<file path="config.mk">
export PLATFORM = sky130hd
export DESIGN_NAME = ysyx_22041412_div
export DESIGN_NICKNAME = d
export VERILOG_FILES = /design/src/rtl/ysyx_22041412_div.sv
export SDC_FILE = /design/constraint.sdc
export NUM_CORES = 1
export LEC_CHECK = 0
export ABC_AREA = 1
export CORE_UTILIZATION = 45
export CTS_CLUSTER_SIZE = 40
export DETAILED_ROUTE_END_ITERATION = 10
export GPL_ROUTABILITY_DRIVEN = 1
export PLACE_DENSITY_LB_ADDON = 0.12
export SETUP_SLACK_MARGIN = 0.4
export SLEW_MARGIN = 20
export SYNTH_ARGS = -nofsm -noshare
export SYNTH_HDL_FRONTEND = slang
export SYNTH_SLANG_ARGS = --single-unit
</file>
<file path="constraint.sdc">
create_clock -name clk -period 13.23 [get_ports clk]
set_input_delay 1.323 -clock clk [delete_from_list [all_inputs] [get_ports clk]]
set_output_delay 1.323 -clock clk [all_outputs]
set_load 0.05 [all_outputs]
</file>
<file path="src/rtl/ysyx_22041412_div.sv">
// Iterative radix-2 restoring divider for RV64M DIV/DIVU/REM/REMU and W forms.
// Latency: N+1 cycles from accept (N=64, or 32 for W ops); special cases take 1 cycle.
// Backpressure: requester holds en high until the one-cycle ready pulse; dropping en in CALC aborts.
module ysyx_22041412_div #(
    parameter int XLEN  = 64,
    parameter int CNT_W = 7
) (
    input  logic            clk,
    input  logic            rst,
    input  logic            en,
    input  logic            w_en,
    input  logic [XLEN-1:0] rsA,
    input  logic [XLEN-1:0] rsB,
    input  logic [2:0]      func3,
    output logic            ready,
    output logic [XLEN-1:0] result
);

    localparam int HALF = XLEN / 2;
    localparam logic [CNT_W-1:0] N_FULL = CNT_W'(XLEN);
    localparam logic [CNT_W-1:0] N_HALF = CNT_W'(HALF);

    typedef enum logic [1:0] {
        IDLE = 2'd0,
        CALC = 2'd1,
        DONE = 2'd2
    } state_t;

    state_t          state_q, state_d;
    logic [CNT_W-1:0] cnt_q, cnt_d;
    logic [XLEN-1:0] dvd_q, dvd_d;     // dividend magnitude, MSB-aligned, shifts out left
    logic [XLEN-1:0] dsr_q, dsr_d;     // divisor magnitude
    logic [XLEN-1:0] rem_q, rem_d;     // partial remainder, always < divisor
    logic [XLEN-1:0] quo_q, quo_d;     // quotient bits shifted in at the LSB
    logic [XLEN-1:0] result_q, result_d;
    logic            w_q, w_d;
    logic            rem_sel_q, rem_sel_d;
    logic            q_neg_q, q_neg_d;
    logic            r_neg_q, r_neg_d;

    // Negate when requested, then for W ops sign-extend from bit HALF-1.
    function automatic logic [XLEN-1:0] fixup(input logic [XLEN-1:0] v,
                                              input logic            neg,
                                              input logic            w);
        logic [XLEN-1:0] t;
        t = neg ? (~v + {{(XLEN-1){1'b0}}, 1'b1}) : v;
        if (w) begin
            t = {{HALF{t[HALF-1]}}, t[HALF-1:0]};
        end
        return t;
    endfunction

    // Operand preparation for the accept cycle: width select, sign capture, magnitudes.
    logic            is_signed;
    logic [XLEN-1:0] a_base, b_base, a_mag, b_mag, min_neg;
    logic            a_sign, b_sign, b_zero, ovf;

    always_comb begin
        is_signed = ~func3[0];
        if (w_en) begin
            a_base = is_signed ? {{HALF{rsA[HALF-1]}}, rsA[HALF-1:0]}
                               : {{HALF{1'b0}}, rsA[HALF-1:0]};
            b_base = is_signed ? {{HALF{rsB[HALF-1]}}, rsB[HALF-1:0]}
                               : {{HALF{1'b0}}, rsB[HALF-1:0]};
            min_neg = {{(HALF+1){1'b1}}, {(HALF-1){1'b0}}};
        end else begin
            a_base  = rsA;
            b_base  = rsB;
            min_neg = {1'b1, {(XLEN-1){1'b0}}};
        end
        a_sign = is_signed & a_base[XLEN-1];
        b_sign = is_signed & b_base[XLEN-1];
        a_mag  = a_sign ? (~a_base + {{(XLEN-1){1'b0}}, 1'b1}) : a_base;
        b_mag  = b_sign ? (~b_base + {{(XLEN-1){1'b0}}, 1'b1}) : b_base;
        b_zero = (b_base == '0);
        ovf    = is_signed && (a_base == min_neg) && (b_base == '1);
    end

    // One restoring shift-subtract step on the current iteration state.
    logic [XLEN:0]   rem_sh, diff;
    logic            take;
    logic [XLEN-1:0] rem_n, quo_n;

    always_comb begin
        rem_sh = {rem_q, dvd_q[XLEN-1]};
        diff   = rem_sh - {1'b0, dsr_q};
        take   = ~diff[XLEN];
        rem_n  = take ? diff[XLEN-1:0] : rem_sh[XLEN-1:0];
        quo_n  = {quo_q[XLEN-2:0], take};
    end

    // Next-state and datapath control; result is only updated on entry to DONE.
    always_comb begin
        state_d   = state_q;
        cnt_d     = cnt_q;
        dvd_d     = dvd_q;
        dsr_d     = dsr_q;
        rem_d     = rem_q;
        quo_d     = quo_q;
        result_d  = result_q;
        w_d       = w_q;
        rem_sel_d = rem_sel_q;
        q_neg_d   = q_neg_q;
        r_neg_d   = r_neg_q;
        unique case (state_q)
            IDLE: begin
                if (en) begin
                    w_d       = w_en;
                    rem_sel_d = func3[1];
                    q_neg_d   = a_sign ^ b_sign;
                    r_neg_d   = a_sign;
                    dsr_d     = b_mag;
                    dvd_d     = w_en ? (a_mag << HALF) : a_mag;
                    rem_d     = '0;
                    quo_d     = '0;
                    if (!func3[2]) begin
                        result_d = '0;
                        state_d  = DONE;
                    end else if (b_zero) begin
                        result_d = func3[1] ? fixup(a_base, 1'b0, w_en) : '1;
                        state_d  = DONE;
                    end else if (ovf) begin
                        result_d = func3[1] ? '0 : fixup(a_base, 1'b0, w_en);
                        state_d  = DONE;
                    end else begin
                        cnt_d   = w_en ? N_HALF : N_FULL;
                        state_d = CALC;
                    end
                end
            end
            CALC: begin
                if (!en) begin
                    state_d = IDLE;
                end else begin
                    rem_d = rem_n;
                    quo_d = quo_n;
                    dvd_d = dvd_q << 1;
                    cnt_d = cnt_q - 1'b1;
                    if (cnt_q == {{(CNT_W-1){1'b0}}, 1'b1}) begin
                        result_d = rem_sel_q ? fixup(rem_n, r_neg_q, w_q)
                                             : fixup(quo_n, q_neg_q, w_q);
                        state_d  = DONE;
                    end
                end
            end
            DONE: begin
                state_d = IDLE;
            end
            default: begin
                state_d = IDLE;
            end
        endcase
    end

    // State and datapath registers with synchronous reset.
    always_ff @(posedge clk) begin
        if (rst) begin
            state_q   <= IDLE;
            cnt_q     <= '0;
            dvd_q     <= '0;
            dsr_q     <= '0;
            rem_q     <= '0;
            quo_q     <= '0;
            result_q  <= '0;
            w_q       <= 1'b0;
            rem_sel_q <= 1'b0;
            q_neg_q   <= 1'b0;
            r_neg_q   <= 1'b0;
        end else begin
            state_q   <= state_d;
            cnt_q     <= cnt_d;
            dvd_q     <= dvd_d;
            dsr_q     <= dsr_d;
            rem_q     <= rem_d;
            quo_q     <= quo_d;
            result_q  <= result_d;
            w_q       <= w_d;
            rem_sel_q <= rem_sel_d;
            q_neg_q   <= q_neg_d;
            r_neg_q   <= r_neg_d;
        end
    end

    assign ready  = (state_q == DONE);
    assign result = result_q;

endmodule

</file>
* Word-level counts from Yosys, hierarchy flattened *
Index checks and enable logic that the tools add are counted.

storage, ports and cells
  register bits after elaboration = 332
  bits of input ports = 135
  output and inout bits = 65
  logic and storage cells = 95

cells by class
  eq/ne operators = 13
  add/sub/neg operators = 6
  multiplexer cells = 46
  reductions and logical operators = 10
  bitwise operators = 9

operators by type and width
  cell                                                  count
  two-way mux 64 bit                                    26
  case mux 64 bit (2 select lines)                      3
  adder 64 x 1 -> 64 bit (second input constant)        4
  inverter 64 bit                                       4
  two-way mux 63 bit                                    2
  case mux 63 bit (2 select lines)                      1
  subtractor 65 x 64 -> 65 bit                          1
  equality test 64 bit                                  1
  equality test 64 bit (second input constant)          1
  zero test 64 bit                                      1
  two-way mux 7 bit                                     6
  case mux 7 bit (2 select lines)                       1
  two-way mux 2 bit                                     6
  != test 2 bit (second input constant)                 6
  equality test 7 x 1 -> 1 bit (second input constant)  1
  subtractor 7 x 1 -> 7 bit (second input constant)     1
  AND reduction 6 bit                                   1
  AND reduction 5 bit                                   1
  != test 4 bit (second input constant)                 1
  case mux 2 bit (2 select lines)                       1
  AND reduction 2 bit                                   2
  != test 3 bit (second input constant)                 1
  AND reduction 3 bit                                   1
  bitwise AND 1 bit                                     2
  other kinds (7)                                       9

* Logic depth before layout (Yosys ltp) *
Gate-level depths: netlist of the first run.

  depth after elaboration = 10
  depth in mapped cells = 39
  depth with buffers taken out = 35

* Least setup slack after synthesis of the first run *
No wires, ideal clock.

  kind = register to register
  start point = register dvd_q[63]
  end point = register result_q[62], in the netlist result[62]
  slack = 8.306 ns
  arrival time = 4.857 ns
  stages on the path, launching flop included = 40
  data required time = 13.163 ns
  setup time = 0.067 ns
  cells stage by stage = dfxtp_1 > inv_1 > ha_1 > fa_1 > inv_1 > nand2_1 > nand2_1 > nand3_1 > nand2_2 > nand2_2 > nand2_2 > nand2_2 > nand2_4 > nand2_4 > nand2_4 > nand2_4 > nand2_4 > buf_6 > (+4 left out) > inv_1 > nor3_1 > nand2_1 > nor2_1 > nand3_1 > nor2_1 > nand3_1 > nand2_1 > o21ai_0 > a21oi_1 > o21ai_0 > a21oi_1 > o21ai_0 > a21oi_1 > o21ai_0 > a21oi_1 > nand2_1 > a21oi_2

between the ends
  word-level cells in the longest chain between the ends = 10
  elaborated cells on any way between the ends = 15
  classes of those cells = 3 x add/sub; 9 x mux; 3 x bitwise

RTL lines
  item                                                         line    RTL
  start: declaration                                           31      logic [XLEN-1:0] dvd_q, dvd_d;
  start signal: assignment                                     172     dvd_q <= dvd_d;
  subtractor 65 x 64 -> 65 bit                                 86      diff = rem_sh - {1'b0, dsr_q};
  two-way mux 64 bit / inverter 1 bit (equally long branches)  88, 87
  inverter 64 bit                                              46      t = neg ? (~v + {{(XLEN-1){1'b0}}, 1'b1}) : v;
  adder 64 x 1 -> 64 bit                                       46
  two-way mux 64 bit                                           46
  two-way mux 64 bit                                           47      if (w) begin
  two-way mux 64 bit (*)                                       140     result_d = rem_sel_q ? fixup(rem_n, r_neg_q, w_q)
  two-way mux 64 bit (*)                                       139     if (cnt_q == {{(CNT_W-1){1'b0}}, 1'b1}) begin
  two-way mux 64 bit (*)                                       132     if (!en) begin
  case mux 64 bit (2 select lines) (*)                         105     unique case (state_q)
  end signal: assignment                                       176     result_q <= result_d;
  end: declaration                                             35      logic [XLEN-1:0] result_q, result_d;

Every way passes the cells marked *; elsewhere a longest branch is shown, timed or not. The select of a mux whose other input is x is not followed.
A chain may end at the register's enable or synchronous reset.

* Worst setup path in the final report of the first run *
  start point = input port w_en
  end point = register result_q[36], in the netlist result[36]

between the ends
  word-level cells in the longest chain between the ends = 8
  elaborated cells on any way between the ends = 18
  classes of those cells = 3 x eq/ne; 11 x mux; 4 x reduce/logical

RTL lines
  item                                                                        line  RTL
  start: declaration                                                          11    input logic w_en,
  parallel branches: the longest is 8 deep, another holds two-way mux 64 bit  -

Parallel ways; which one is timed is not known. The select of a mux whose other input is x is not followed.

==> qor.log, run 1 <==
INFO  status         run_status=complete, no violations
INFO  pwr            vdd_ir_drop_max=0.0906mV
INFO  cts            numCtsBuffers=41
INFO  setup_path     critPathCaptureType=flop
INFO  sta            final_layout_setup_total_negative_slack=0ns
INFO  floorplanning  start_util=45.8%
INFO  placement      input_output_buffers=199
INFO  detailed_routing route.final.wire_length=135000um
INFO  placement      gp_congestion=1.05
INFO  setup_path     timing.critical_path.mode_cell=buf_4
INFO  layout         layout.nets=5720
INFO  cts            clock-sinks=332
INFO  setup_path     critPathRequiredTime=13.69ns
INFO  sta            finalCritPeriodShare=47.1%
INFO  placement      place_hpwl=105000um
INFO  setup_path     critical_path_depth=20
INFO  logic_synthesis syn_nets=5705
INFO  logic_synthesis synthArstFlopShare=0%
INFO  pwr            cellLeakagePower=17.1nW
INFO  floorplanning  dieHeight=264um
INFO  sta            timing_worst_slew_pin_value=1.16ns
INFO  sta            rsz0062_at_grt=false
INFO  logic_synthesis synth.largest_area_cell=dfxtp_1
INFO  global_routing wire_length_of_the_first_global_routing_pass=201000um
INFO  layout         drive_gt1_share=5.05%
INFO  floorplanning  dieArea=69800squm
INFO  floorplanning  num_rows=95
INFO  floorplanning  fp.coreArea=67600squm
INFO  setup_path     path_max_fanout=86
INFO  sta            final.min_clock_period=6.23ns
INFO  min_path       hold_class=flop to flop
INFO  logic_synthesis synth-edff-count=0
INFO  logic_synthesis syn-cell-area=30900squm
INFO  logic_synthesis yosys_warnings=0
INFO  logic_synthesis avgSynthCellArea=5.63squm
INFO  detailed_routing drt_pre_antenna_iters=7
INFO  logic_synthesis yosys.area.top_type_share=21.5%
INFO  setup_path     reg2reg_depth=32
INFO  run            max-cap-violations=0
INFO  detailed_routing detailedRoute.firstIterationViolations=4361
INFO  global_routing vias_in_the_first_global_route=32600
INFO  layout         postLayoutCoreUtil=50.9%
INFO  cts            cts_setup_buffers=0
INFO  detailed_routing ant_nets=0
INFO  logic_synthesis synth.most_common_cell=nand2_1
INFO  cts            ctsHtreeMaxLevel=2
INFO  layout         final_area=34400squm
INFO  setup_path     source_of_the_critical_timing_path=w_en
INFO  logic_synthesis number_of_unique_standard_cell_types_used_by_synthesis=64
INFO  setup_path     critPathSlowestCell=clkinv_2
INFO  pwr            fin_total_pwr=0.00328W
INFO  sta            slew_headroom=23.0%
INFO  setup_path     critPathLaunchType=primary input
INFO  detailed_routing drt_drc_violations_left=0
INFO  floorplanning  die_width=264um
INFO  detailed_routing dr_wl_met3=12700um
INFO  sta            max_clock_freq=160MHz
INFO  logic_synthesis ys.flop_type=dfxtp_1
INFO  setup_path     critPathArrivalTime=6.69ns
INFO  cts            clkSlewWorstSetupHoldPaths=0.06ns
INFO  cts            cts_tree=yes
INFO  detailed_routing detailroute.via_count=36400
INFO  setup_path     crit_end=result[36]
INFO  cts            clockRootBuffer=clkbuf_16
INFO  setup_path     setup.worst_path.class=primary input to flop
INFO  sta            clock-skew-final=0.0249ns
INFO  detailed_routing metal1_wirelength=59800um
INFO  logic_synthesis synth-seq-area-share=21.5%
INFO  global_routing grt_max_degree=114
INFO  logic_synthesis ys_ff_latch=332
INFO  setup_path     timing.critical_path.cells=buf_2, inv_2, buf_4, nor3_2, buf_4, inv_1, nand2_1, nor2_1, nand3_1, nor4_1, nand4_1, buf_4, nand3_1, nand2_1, o21ai_1, nand3_2, buf_4, clkinv_2, o21ai_0, a21oi_2
INFO  sta            final_max_slew_viol_count=0
INFO  global_routing grt_antenna_before_repair=1
INFO  detailed_routing avgViaCountPerCell=5.68
INFO  setup_path     rrSetupSlack=7.16ns
INFO  global_routing global_route_usage_over_all_layers=37.5%
INFO  logic_synthesis synth.top_cells.by_count=1719 x nand2_1, 727 x inv_1, 528 x a21oi_1, 486 x nor2_1, 348 x o21ai_0
INFO  sta            count_of_endpoints_failing_hold_in_the_final_timing_report=0
INFO  setup_path     cp_top_delay_family=buffers and inverters
INFO  floorplanning  pin_count=200
INFO  placement      dpl_cell_area=33100squm
INFO  detailed_routing routed.top_layer=met5
INFO  setup_path     critical_path_buf_inv_count=8
INFO  detailed_routing route.met2.wl=57100um
INFO  sta            finalSetupViolCount=0
INFO  layout         area_delta_synth_final=11.2%
INFO  setup_path     reg2reg_from=dsr_q[50]
INFO  pwr            power-per-cell-area=95.2nW/um^2
INFO  cts            post_cts_resized=0
INFO  setup_path     critPathMaxStageDelay=0.88ns
INFO  setup_path     regToRegEndpoint=result[60]
INFO  layout         fillCellCount=7363
INFO  global_routing grt-ovfl-total=0
INFO  logic_synthesis syn_inst=5498
INFO  logic_synthesis ys_top_cells_by_area=dfxtp_1 21%, nand2_1 21%, inv_1 8.8%, a21oi_1 8.5%, nor2_1 5.9%
INFO  cts            skew_pair_late_insertion_delay=0.59ns
INFO  detailed_routing drt-wirelength-per-cell=21.0um
INFO  cts            cts.hold.buffers_added=0
INFO  cts            cts_buffer_depth=3
area by class of cell:
type	count	area (sq um)	area share [%]
Inverter	748	2820	8.18
Timing Repair Buffer	230	2220	6.44
Clock buffer	55	1170	3.40
Tap cell	873	1090	3.17
Multi-Input combinational cell	4160	20300	59.0
Clock inverter	15	163	0.473
Sequential cell	332	6650	19.3
Antenna cell	1	2.50	0.00727
report_power, final:
group          switching (W)  total (W)  leakage, nW  internal (W)
logic               0.000714   0.000995         13.7      0.000281
clock network       0.000495    0.00116        0.647      0.000661
registers          0.0000558    0.00113         2.72       0.00107
worst min path at each step:
stage	from	end	slack [ns]	depth (start not counted)
floorplan	dvd_q[34]	dvd_q[34]	0.44	2
global placement	dvd_q[38]	dvd_q[38]	0.45	2
detailed placement	dvd_q[62]	dvd_q[62]	0.45	2
CTS	dvd_q[62]	dvd_q[62]	0.46	2
global route	dvd_q[62]	dvd_q[62]	0.48	2
finish	dvd_q[44]	dvd_q[44]	0.46	2
cells in the final DEF, fill, tap and decap left out, types with 42 or more instances in the layout:
cell / n
xor2_1: 99
o211ai_1: 61
nand2_2: 42
o21ai_0: 348
nand4_1: 77
nand3_1: 270
clkdlybuf4s50_1: 196
ha_1: 71
a31oi_1: 62
a21oi_1: 528
clkbuf_16: 42
dfxtp_1: 330
nor4_1: 42
nor3_1: 91
inv_1: 725
nor2_1: 480
nand2_1: 1718
sequential cells by signal, indices dropped and copies added (netlist names):
name	count
state_q	2
result	64
q_neg_q	1
cnt_q	7
rem_sel_q	1
r_neg_q	1
rem_q	64
dsr_q	64
dvd_q	64
w_q	1
quo_q	63
routing by layer:
metal / up-vias / global-route usage (%)
li1: 17700 / -
met2: 1723 / 57.1
met1: 16700 / 53.5
met5: - / 0
met3: 249 / 5.29
met4: 2 / 13.8
worst register-to-register path: cells and delay by family (launching register included):
family / cells / cell delay (ns)
AOI/OAI and AO/OA: 7 / 1.29
adders and majority gates: 2 / 0.64
buffers and inverters: 4 / 0.28
DFF: 1 / 0.45
and+or+nand+nor: 19 / 3.34
stage by stage:
stage               hold slack, ns  std cells  setup slack, ns
floorplan                    0.442       5498             8.31
finish                       0.461       6414             7.00
CTS                          0.463       6413             7.32
global placement             0.449       6343             6.74
global route                 0.480       6413             6.49
detailed placement           0.453       6343             6.73
cells by family after synthesis:
| family | synth area share, % |
|---|---|
| AO/OA/AOI/OAI | 20.0 |
| AND/OR/NAND/NOR | 38.8 |
| XOR/XNOR | 3.82 |
| flip-flops | 21.5 |
| adder cells (fa/ha/maj) | 2.94 |
| buffers and inverters | 13.0 |
Note: power is estimated with default switching activity, not from simulation.
==> run 2, diff against run 1 <==
Clock period 13.23 ns to 5.49 ns, I/O delays scaled along.
==> run 2 against run 1 <==
Effect of this change:
- hold slack got worse by 0.14 ns
- critical path depth increased by 6
- register-to-register slack worse by 6.5 ns
- clock skew decreased by 0.0047 ns
- sequential power grew 140%
- power increased by 150%
- global-route usage up 1.6 points
- sequential share of layout area fell by 0.31 points
- setup slack worse by 6.3 ns
- combinational power rose by 150%
- cell area up 1.7%
- clock power rose to 2.5 times the previous value
- critical path type is now flop to flop
- largest cell class unchanged
- largest power group unchanged
==> qor.log, run 2 (same netlist as run 1, synthesis figures left out) <==
INFO  status         run_status=complete, no violations
INFO  layout         multi_input_comb_area=20400squm
INFO  floorplanning  die_width=264um
INFO  setup_path     critPathRequiredTime=6.02ns
INFO  setup_path     regToRegEndpoint=result[36]
INFO  setup_path     source_of_the_critical_timing_path=dsr_q[14]
INFO  sta            count_of_endpoints_failing_hold_in_the_final_timing_report=0
INFO  cts            cts_tree=yes
INFO  layout         layout.nets=5770
INFO  placement      gp_congestion=1.04
INFO  global_routing wire_length_of_the_first_global_routing_pass=208000um
INFO  layout         fillCellCount=7433
INFO  layout         drive_gt1_share=6.24%
INFO  layout         area_delta_synth_final=13.1%
INFO  sta            final.min_clock_period=4.79ns
INFO  detailed_routing ant_nets=0
INFO  global_routing grt-ovfl-total=0
INFO  placement      input_output_buffers=199
INFO  sta            final_layout_setup_total_negative_slack=0ns
INFO  detailed_routing drt_drc_violations_left=0
INFO  detailed_routing detailroute.via_count=37000
INFO  pwr            fin_total_pwr=0.00808W
INFO  sta            slew_headroom=32.9%
INFO  sta            timing_worst_slew_pin_value=1.01ns
INFO  detailed_routing drt-wirelength-per-cell=21.8um
INFO  global_routing grt_antenna_before_repair=2
INFO  sta            clock-skew-final=0.0202ns
INFO  min_path       hold_class=primary input to flop
INFO  floorplanning  dieArea=69800squm
INFO  detailed_routing detailedRoute.firstIterationViolations=4418
INFO  placement      dp_slack=0.299ns
INFO  cts            cts_buffer_depth=3
INFO  setup_path     setup.worst_path.class=flop to flop
INFO  setup_path     rrSetupSlack=0.70ns
INFO  floorplanning  num_rows=95
INFO  floorplanning  fp.coreArea=67600squm
INFO  layout         highest_count_cells_in_the_layout_ignoring_fill_and_taps=1716 x nand2_1, 725 x inv_1, 526 x a21oi_1
INFO  sta            final_max_slew_viol_count=0
INFO  layout         seq_area=6650squm
INFO  pwr            vdd_ir_drop_max=0.262mV
INFO  pwr            power-per-cell-area=231nW/um^2
INFO  cts            clock-sinks=332
INFO  setup_path     critPathCaptureType=flop
INFO  floorplanning  pin_count=200
INFO  cts            numCtsBuffers=42
INFO  run            max-cap-violations=0
INFO  floorplanning  start_util=45.8%
INFO  placement      place_hpwl=111000um
INFO  setup_path     critPathLaunchType=flop
INFO  cts            clockRootBuffer=clkbuf_16
INFO  detailed_routing drt_pre_antenna_iters=6
INFO  cts            cts.hold.buffers_added=0
INFO  pwr            cellLeakagePower=17.4nW
INFO  setup_path     critPathArrivalTime=5.31ns
INFO  setup_path     reg2reg_depth=26
INFO  setup_path     reg2reg_from=dsr_q[14]
INFO  layout         final_common_cell=nand2_1
INFO  setup_path     path_max_fanout=25
INFO  setup_path     crit_end=result[36]
INFO  cts            clkSlewWorstSetupHoldPaths=0.06ns
INFO  sta            hold-worst-slack=0.324ns
INFO  detailed_routing route.final.wire_length=141000um
INFO  layout         antennaDiodeCount=0
INFO  global_routing grt_max_degree=99
INFO  global_routing vias_in_the_first_global_route=33000
INFO  sta            finalCritPeriodShare=87.2%
INFO  sta            final_critical_path_setup_slack=0.702ns
INFO  cts            skew_pair_late_insertion_delay=0.60ns
INFO  global_routing global_route_usage_over_all_layers=39.1%
INFO  sta            rsz0062_at_grt=false
INFO  detailed_routing avgViaCountPerCell=5.72
INFO  cts            ctsHtreeMaxLevel=2
INFO  floorplanning  dieHeight=264um
INFO  sta            max_clock_freq=209MHz
INFO  sta            finalSetupViolCount=0
-- run 2: cell count changes in the layout (fill, tap and decap cells not counted), sizes merged, moves of 2 or more --
cell,previous run,this run
buf,34,81
clkbuf,55,62
clkinv,17,15
inv,741,743
-- run 2: worst max-delay path: stages, from the launching register on --
cell and delay (ns):
dfxtp_1 0.51, inv_1 0.09, ha_1 0.36, nand2_1 0.14, inv_1 0.07, nand2_1 0.06
nand2_1 0.09, a21oi_2 0.13, nand2_2 0.10, nand2_2 0.09, nand2_4 0.06, nand2_4 0.09
nand2_4 0.07, nand2_4 0.20, nand2_4 0.30, o21ai_2 0.33, ha_1 0.23, nand3_1 0.18
nor2_1 0.26, nand3_1 0.20, o21ai_2 0.40, nand2_1 0.09, nand2_1 0.08, nand3_1 0.14
nand2_1 0.14, nand2_1 0.14, a21oi_2 0.15
-- run 2: routing by layer --
metal | wire length [um] | share of wire, % | up-vias | global-route usage (%)
met2 | 59800 | 42 | 1787 | 59.2
met4 | 5520 | 3.9 | 2 | 14.1
met1 | 62700 | 44 | 17100 | 55.9
met5 | 17 | 0.012 | - | 0
li1 | - | - | 17800 | -
met3 | 13100 | 9.3 | 269 | 5.72
-- run 2: worst min-delay path by stage --
stage	start	end	slack, ns	cells after the start
2_1_floorplan	dvd_q[34]	dvd_q[34]	0.44	2
3_3_place_gp	dvd_q[54]	dvd_q[54]	0.45	2
3_5_place_dp	dvd_q[48]	dvd_q[48]	0.45	2
4_1_cts	rst	cnt_q[1]	0.31	2
5_1_grt	rst	state_q[1]	0.33	2
6_report	rst	cnt_q[1]	0.32	2
-- run 2: per-stage QoR --
stage	util [%]	cell area [sq um]	cells
finish	51.7	35000	6470
global route	51.7	35000	6470
CTS	51.6	34900	6467
detailed placement	49.5	33400	6389
global placement	49.4	33400	6389
floorplan	-	30900	5498
-- run 2: where the power goes --
part	internal (W)	switching, W
Clock	0.00167	0.00125
Combinational	0.000702	0.00177
Sequential	0.00258	0.000112
Total	0.00495	0.00313
-- run 2: final cells by class --
class                      instances  area share, %
clock buffer                      62           3.54
timing repair buffer             277           7.44
inverter                         748           8.05
tap                              873           3.12
clock inverter                    16          0.486
sequential                       332           19.0
multi-input combinational       4162           58.4
-- run 2: repair_timing --
item	in CTS	in global routing
buffers inserted	0	1
cloned	0	2
pin swaps	0	2
resized for setup	3	27
setup endpoints to repair	3	32
